===== src/rtl/video_timing_ctrl.sv =====
// Video timing controller for the display path.
// Generates HS/VS/BLANK with programmable porches and sync polarity,
// active-area pixel coordinates and line/frame markers, and drives the read
// strobe of the show-ahead pixel FIFO. All outputs are registered and lag the
// h/v counters by one cycle. Frames start only once the pixel source is
// primed and always stop on a frame boundary.
module video_timing_ctrl #(
    parameter int HDISP   = 800,
    parameter int HFP     = 40,
    parameter int HPULSE  = 48,
    parameter int HBP     = 40,
    parameter int VDISP   = 480,
    parameter int VFP     = 13,
    parameter int VPULSE  = 3,
    parameter int VBP     = 29,
    parameter int HS_POL  = 0,
    parameter int VS_POL  = 0,
    parameter int FRAME_W = 16
) (
    input  logic                       pixel_clk,
    input  logic                       pixel_rst,
    input  logic                       en,
    input  logic                       src_ready,
    input  logic                       fifo_empty,
    input  logic                       clr_underflow,
    output logic                       HS,
    output logic                       VS,
    output logic                       BLANK,
    output logic                       rd_en,
    output logic [$clog2(HDISP)-1:0]   x,
    output logic [$clog2(VDISP)-1:0]   y,
    output logic                       line_start,
    output logic                       frame_start,
    output logic [FRAME_W-1:0]         frame_cnt,
    output logic                       running,
    output logic                       underflow
);

    localparam int HTOTAL = HFP + HPULSE + HBP + HDISP;
    localparam int VTOTAL = VFP + VPULSE + VBP + VDISP;
    localparam int HOFF   = HFP + HPULSE + HBP;
    localparam int VOFF   = VFP + VPULSE + VBP;

    localparam int HW = $clog2(HTOTAL);
    localparam int VW = $clog2(VTOTAL);
    localparam int XW = $clog2(HDISP);
    localparam int YW = $clog2(VDISP);

    // Counter decode points, sized to the counters they are compared with
    localparam logic [HW-1:0] H_LAST     = HW'(HTOTAL - 1);
    localparam logic [HW-1:0] H_SYNC_BEG = HW'(HFP);
    localparam logic [HW-1:0] H_SYNC_END = HW'(HFP + HPULSE);
    localparam logic [HW-1:0] H_ACT_BEG  = HW'(HOFF);
    localparam logic [VW-1:0] V_LAST     = VW'(VTOTAL - 1);
    localparam logic [VW-1:0] V_SYNC_BEG = VW'(VFP);
    localparam logic [VW-1:0] V_SYNC_END = VW'(VFP + VPULSE);
    localparam logic [VW-1:0] V_ACT_BEG  = VW'(VOFF);

    localparam logic HS_ON = 1'(HS_POL);
    localparam logic VS_ON = 1'(VS_POL);

    typedef enum logic {
        IDLE = 1'b0,
        RUN  = 1'b1
    } state_t;

    state_t          state;
    state_t          state_nxt;
    logic [HW-1:0]   h_cnt;
    logic [VW-1:0]   v_cnt;
    logic            frame_end;

    // Decoded values for the current counter position, registered next edge
    logic            hs_d;
    logic            vs_d;
    logic            blank_d;
    logic            line_start_d;
    logic            frame_start_d;
    logic [XW-1:0]   x_d;
    logic [YW-1:0]   y_d;

    assign frame_end = (h_cnt == H_LAST) && (v_cnt == V_LAST);

    // State register
    always_ff @(posedge pixel_clk or posedge pixel_rst) begin
        if (pixel_rst) begin
            state <= IDLE;
        end else begin
            // NOTE: non-blocking so every flop samples pre-edge values; blocking here would race other always_ff blocks.
            state <= state_nxt;
        end
    end

    // Next state: start when the source is primed, stop only at frame end
    always_comb begin
        // NOTE: default assignment first so no path leaves state_nxt unassigned (which would infer a latch).
        state_nxt = state;
        case (state)
            IDLE:    if (en && src_ready) state_nxt = RUN;
            RUN:     if (frame_end && !en) state_nxt = IDLE;
            default: state_nxt = IDLE;
        endcase
    end

    // Output decode: inactive levels in IDLE, porch/sync/active decode in RUN
    always_comb begin
        hs_d          = ~HS_ON;
        vs_d          = ~VS_ON;
        blank_d       = 1'b0;
        line_start_d  = 1'b0;
        frame_start_d = 1'b0;
        x_d           = '0;
        y_d           = '0;
        if (state == RUN) begin
            hs_d          = (h_cnt >= H_SYNC_BEG && h_cnt < H_SYNC_END) ? HS_ON : ~HS_ON;
            vs_d          = (v_cnt >= V_SYNC_BEG && v_cnt < V_SYNC_END) ? VS_ON : ~VS_ON;
            blank_d       = (h_cnt >= H_ACT_BEG) && (v_cnt >= V_ACT_BEG);
            line_start_d  = (h_cnt == '0);
            frame_start_d = (h_cnt == '0) && (v_cnt == '0);
            if (blank_d) begin
                x_d = XW'(h_cnt - H_ACT_BEG);
                y_d = YW'(v_cnt - V_ACT_BEG);
            end
        end
    end

    // Pixel/line counters: advance in RUN, parked at the origin in IDLE
    always_ff @(posedge pixel_clk or posedge pixel_rst) begin
        if (pixel_rst) begin
            h_cnt <= '0;
            v_cnt <= '0;
        end else if (state == RUN) begin
            if (h_cnt == H_LAST) begin
                h_cnt <= '0;
                v_cnt <= (v_cnt == V_LAST) ? '0 : v_cnt + 1'b1;
            end else begin
                h_cnt <= h_cnt + 1'b1;
            end
        end else begin
            h_cnt <= '0;
            v_cnt <= '0;
        end
    end

    // Registered timing outputs, one cycle behind the counters
    always_ff @(posedge pixel_clk or posedge pixel_rst) begin
        if (pixel_rst) begin
            HS          <= ~HS_ON;
            VS          <= ~VS_ON;
            BLANK       <= 1'b0;
            rd_en       <= 1'b0;
            x           <= '0;
            y           <= '0;
            line_start  <= 1'b0;
            frame_start <= 1'b0;
        end else begin
            HS          <= hs_d;
            VS          <= vs_d;
            BLANK       <= blank_d;
            rd_en       <= blank_d;
            x           <= x_d;
            y           <= y_d;
            line_start  <= line_start_d;
            frame_start <= frame_start_d;
        end
    end

    // Completed-frame counter; survives IDLE, only reset clears it
    always_ff @(posedge pixel_clk or posedge pixel_rst) begin
        if (pixel_rst) begin
            frame_cnt <= '0;
        end else if (state == RUN && frame_end) begin
            frame_cnt <= frame_cnt + FRAME_W'(1);
        end
    end

    // Running flag tracks the state the counters are about to run in
    always_ff @(posedge pixel_clk or posedge pixel_rst) begin
        if (pixel_rst) begin
            running <= 1'b0;
        end else begin
            running <= (state_nxt == RUN);
        end
    end

    // Sticky underflow: a read from an empty FIFO beats a same-cycle clear
    always_ff @(posedge pixel_clk or posedge pixel_rst) begin
        if (pixel_rst) begin
            underflow <= 1'b0;
        end else if (rd_en && fifo_empty) begin
            underflow <= 1'b1;
        end else if (clr_underflow) begin
            underflow <= 1'b0;
        end
    end

endmodule

===== config.mk =====
export PLATFORM = sky130hd
export DESIGN_NAME = video_timing_ctrl
export DESIGN_NICKNAME = d
export VERILOG_FILES = /design/src/rtl/video_timing_ctrl.sv
export SDC_FILE = /design/constraint.sdc
export NUM_CORES = 1
export LEC_CHECK = 0
export ABC_AREA = 0
export CELL_PAD_IN_SITES_DETAIL_PLACEMENT = 0
export CELL_PAD_IN_SITES_GLOBAL_PLACEMENT = 1
export CORE_ASPECT_RATIO = 0.5
export CORE_MARGIN = 3
export CORE_UTILIZATION = 30
export CTS_CLUSTER_DIAMETER = 30
export DETAILED_ROUTE_END_ITERATION = 12
export GPL_TIMING_DRIVEN = 0
export PLACE_DENSITY = 0.6
export SLEW_MARGIN = 15
export SYNTH_ARGS = -nofsm -noshare
export SYNTH_HDL_FRONTEND = slang
export SYNTH_SLANG_ARGS = --single-unit
export TNS_END_PERCENT = 30

===== constraint.sdc =====
create_clock -name pixel_clk -period 2.2 [get_ports pixel_clk]
set_clock_uncertainty 0.05 [all_clocks]
set_input_delay 0.22 -clock pixel_clk [delete_from_list [all_inputs] [get_ports pixel_clk]]
set_output_delay 0.22 -clock pixel_clk [all_outputs]
set_load 0.03 [all_outputs]

==> run_results.csv <==
group,metric,value,unit
run_status,status,"completed",
synthesis,synth_area,0.00289,mm²
route,viasPerCell,4.45,
global_route,grt_pass1_wl,10.8,mm
cts,cts_buffer_depth,2,
route,dr.pass1.iters,4,
global_route,first_global_vias,2027,
final_layout,fin_util,43.5,%
power,irDropWorstVdd,0.000312,V
global_route,grt_antenna_before_repair,0,
sta,final-hold-violation-count,0,
synthesis,postSynthCellCount,268,
floorplan,dieArea,0.0109,mm²
placed_design,postPlaceCellArea,0.00356,mm²
synthesis,synthDistinctLibCells,42,
power,p_sw_share,21.7,%
cts,clk_latency,0.33,ns
min_path,hold_path_class,"in -> async",
worst_setup_path,worstPathMaxFanout,10,
synthesis,ys_ff_latch,62,
power,seqPwrFrac,46.8,%
synthesis,ys.flop_type,"dfrtp_1",
sta,setup_ws,0.0777,ns
route,wire_per_inst,13.9,µm
worst_setup_path,crit_path_top_delay_cell,"or3b_4",
final_layout,syn2layout_area_growth,36.2,%
floorplan,core_area,0.00904,mm²
sta,tightest_slew,0.645,ns
placed_design,io_buffers,48,
floorplan,die_x,145,µm
power,power,2.44,mW
worst_setup_path,crit_type,"reg -> reg",
final_layout,filler_cell_count,875,
run,max_cap_viol_count,0,
worst_setup_path,required,2.36,ns
placed_design,pre_cts_slack,-0.324,ns
synthesis,yosysWarnings,0,
cts,cts-root-buf,"clkbuf_16",
worst_setup_path,setup.worst_path.start_class,"flip-flop",
floorplan,ios,49,
final_layout,fin_cells,470,
synthesis,synth-edff-count,0,
route,drcViolationCount,0,
synthesis,synthArstFlopShare,100,%
global_route,grt_start_max_net_pins,63,
power,clkPwrFrac,51.7,%
placed_design,dp.cells,447,
cts,cts_made_buffers,9,
placed_design,gp_congestion,0.784,
worst_setup_path,cpPeakStageDelay,0.43,ns
power,p_int,1.91,mW
sta,slew_headroom,57.0,%
route,final_antenna_net_count,0,
placed_design,dp_hpwl,4.68,mm
route,drt-total-wl,6.53,mm
worst_setup_path,path_cells,"inv_4, ha_2, and3b_1, or3b_4, nor3_4, buf_12, mux2_2",
route,vias,2093,
sta,period_needed,2.12,ns
floorplan,die_h,75.4,µm
route,drtIter0Drc,81,
worst_setup_path,worstPathArrival,2.28,ns
power,p_switching,529,µW
final_layout,drive_gt1_share,15.6,%
worst_setup_path,critPathCaptureType,"flip-flop",
sta,drv_slew,0,
synthesis,ys_seq_area_share,53.8,%
cts,cts_hold_buf,0,
global_route,track_usage,13.1,%
final_layout,fin_area,0.00393,mm²
cts,cts_tree,"yes",
cts,cts.sinks,62,
final_layout,diodes,0,
power,pwr-share-comb,1.6,%
sta,max_freq,0.471,GHz
cts,cts.htree.levels,3,
power,p_leak,1.76,nW
floorplan,start_util,31.9,%
sta,post-route-period-util,96.5,%
sta,final-setup-viol-count,0,
global_route,globalRouteOverflowTotal,0,
power,power_density,620,mW/mm²
cts,clk_pin_slew,0.05,ns
floorplan,std_cell_rows,24,
sta,rsz0062_at_grt,"true",
final_layout,layout.nets,351,
synthesis,synth_fp_nets,284,
synthesis,syn_area_per_cell,10.8,µm²
==> cell usage in the layout (no fill, tap or decap), drive strengths merged, types with 2 or more instances in the layout <==
cell type / n
inv: 14
and3: 6
nor2: 37
clkinv: 4
and2: 4
nor3: 4
nor4: 3
buf: 14
clkbuf: 13
nand4: 9
dfrtp: 60
clkinvlp: 2
o21ai: 9
xor2: 14
or3: 5
and3b: 2
nand2: 18
ha: 10
dfstp: 2
or4: 2
clkdlybuf4s50: 48
or2: 3
xnor2: 22
a21oi: 5
nand3: 15
and4: 3
==> cell families after synthesis <==
kind of cell / Yosys count / share of synthesized area [%]
adders and majority gates: 10 / 4.33
DFF: 62 / 53.8
AOI/OAI and AO/OA: 19 / 4.94
muxes: 1 / 0.390
xor gates and xnor gates: 36 / 10.9
and+or+nand+nor: 117 / 22.2
buffers and inverters: 23 / 3.38
==> metal layers <==
layer	track usage (%)	up-vias	part of all wire, %
met2	19.0	35	44
met1	18.6	1009	51
met4	4.34	0	1.2
met5	0	-	0
li1	-	1042	-
met3	4.39	7	4.5
==> worst paths after layout <==
| kind | startpoint | cells past startpoint | slack [ns] | to |
|---|---|---|---|---|
| worst max register to register | v_cnt[0] | 7 | 0.08 | frame_cnt[1] |
| worst max-delay path | v_cnt[0] | 7 | 0.08 | frame_cnt[1] |
| max in group asynchronous | pixel_rst | 3 | 1.53 | VS |
| worst min-delay path | pixel_rst | 3 | 0.25 | frame_cnt[4] |
| min in group pixel_clk | en | 3 | 0.39 | running |
| worst min register to register | frame_cnt[10] | 1 | 0.44 | frame_cnt[10] |
==> through the flow <==
stage,hold WS (ns),setup TNS (ns)
after floorplan,0.277,0
after global placement,0.413,-47.82
after detailed placement,0.437,-5.33
after CTS,0.258,0
after global routing,0.283,-0.0263
final,0.252,0
==> worst max-delay path: cells and delay by family, from the launching register on <==
| family | cells | cell delay (ns) |
|---|---|---|
| adder cells (fa/ha/maj) | 1 | 0.17 |
| multiplexers | 1 | 0.32 |
| buffers and inverters | 2 | 0.23 |
| flip-flops | 1 | 0.42 |
| AND/OR/NAND/NOR | 3 | 0.81 |
==> synthesized netlist by cell type (2+ instances only) <==
cell / n / area share (%)
and4_1: 3 / 0.91
clkbuf_1: 2 / 0.26
nor4_1: 2 / 0.43
ha_1: 10 / 4.3
and3_1: 6 / 1.3
dfrtp_1: 60 / 52
a21oi_1: 5 / 0.87
xnor2_1: 22 / 6.7
or3_1: 5 / 1.1
nand2_1: 18 / 2.3
o21ai_0: 7 / 1.2
buf_2: 5 / 0.87
nor2_1: 37 / 4.8
nand4_1: 9 / 1.9
or4_1: 2 / 0.52
o21ai_1: 2 / 0.35
inv_1: 14 / 1.8
and3b_1: 2 / 0.61
and2_1: 4 / 0.87
nor3_1: 3 / 0.52
nand3_1: 14 / 2.4
dfstp_2: 2 / 1.8
or2_2: 2 / 0.43
xor2_1: 14 / 4.2
==> cell type report <==
class                      count  area (µm²)  share of cell area, %
clock buffer                  10         229                   5.82
sequential                    62        1560                   39.6
timing repair buffer          56         573                   14.6
tap                          130         163                   4.13
multi-input combinational    183        1260                   32.2
buffer                         9        51.3                   1.30
inverter                      14        57.6                   1.46
clock inverter                 6        38.8                  0.986
==> state kept, by name (all words and copies together) (netlist names) <==
register / count
frame_start: 1
frame_cnt: 16
rd_en: 1
HS: 1
underflow: 1
running: 1
line_start: 1
y: 9
v_cnt: 10
h_cnt: 10
x: 10
VS: 1
==> power by group through the flow <==
stage               Combinational (mW)  Clock, mW  Sequential, mW
global route                    0.0442       1.36            1.14
finish                          0.0380       1.26            1.14
global placement                0.0320          0            1.16
floorplan                       0.0170          0            1.16
CTS                             0.0402       1.30            1.14
detailed placement              0.0403          0            1.16
==> repair_timing <==
| item | in CTS | in global routing |
|---|---|---|
| pin swaps | 3 | 3 |
| cloned | 0 | 0 |
| buffers inserted | 4 | 3 |
| resized for setup | 7 | 7 |
| endpoints found under the setup margin | 34 | 39 |
(Power assumes the default switching activity.)
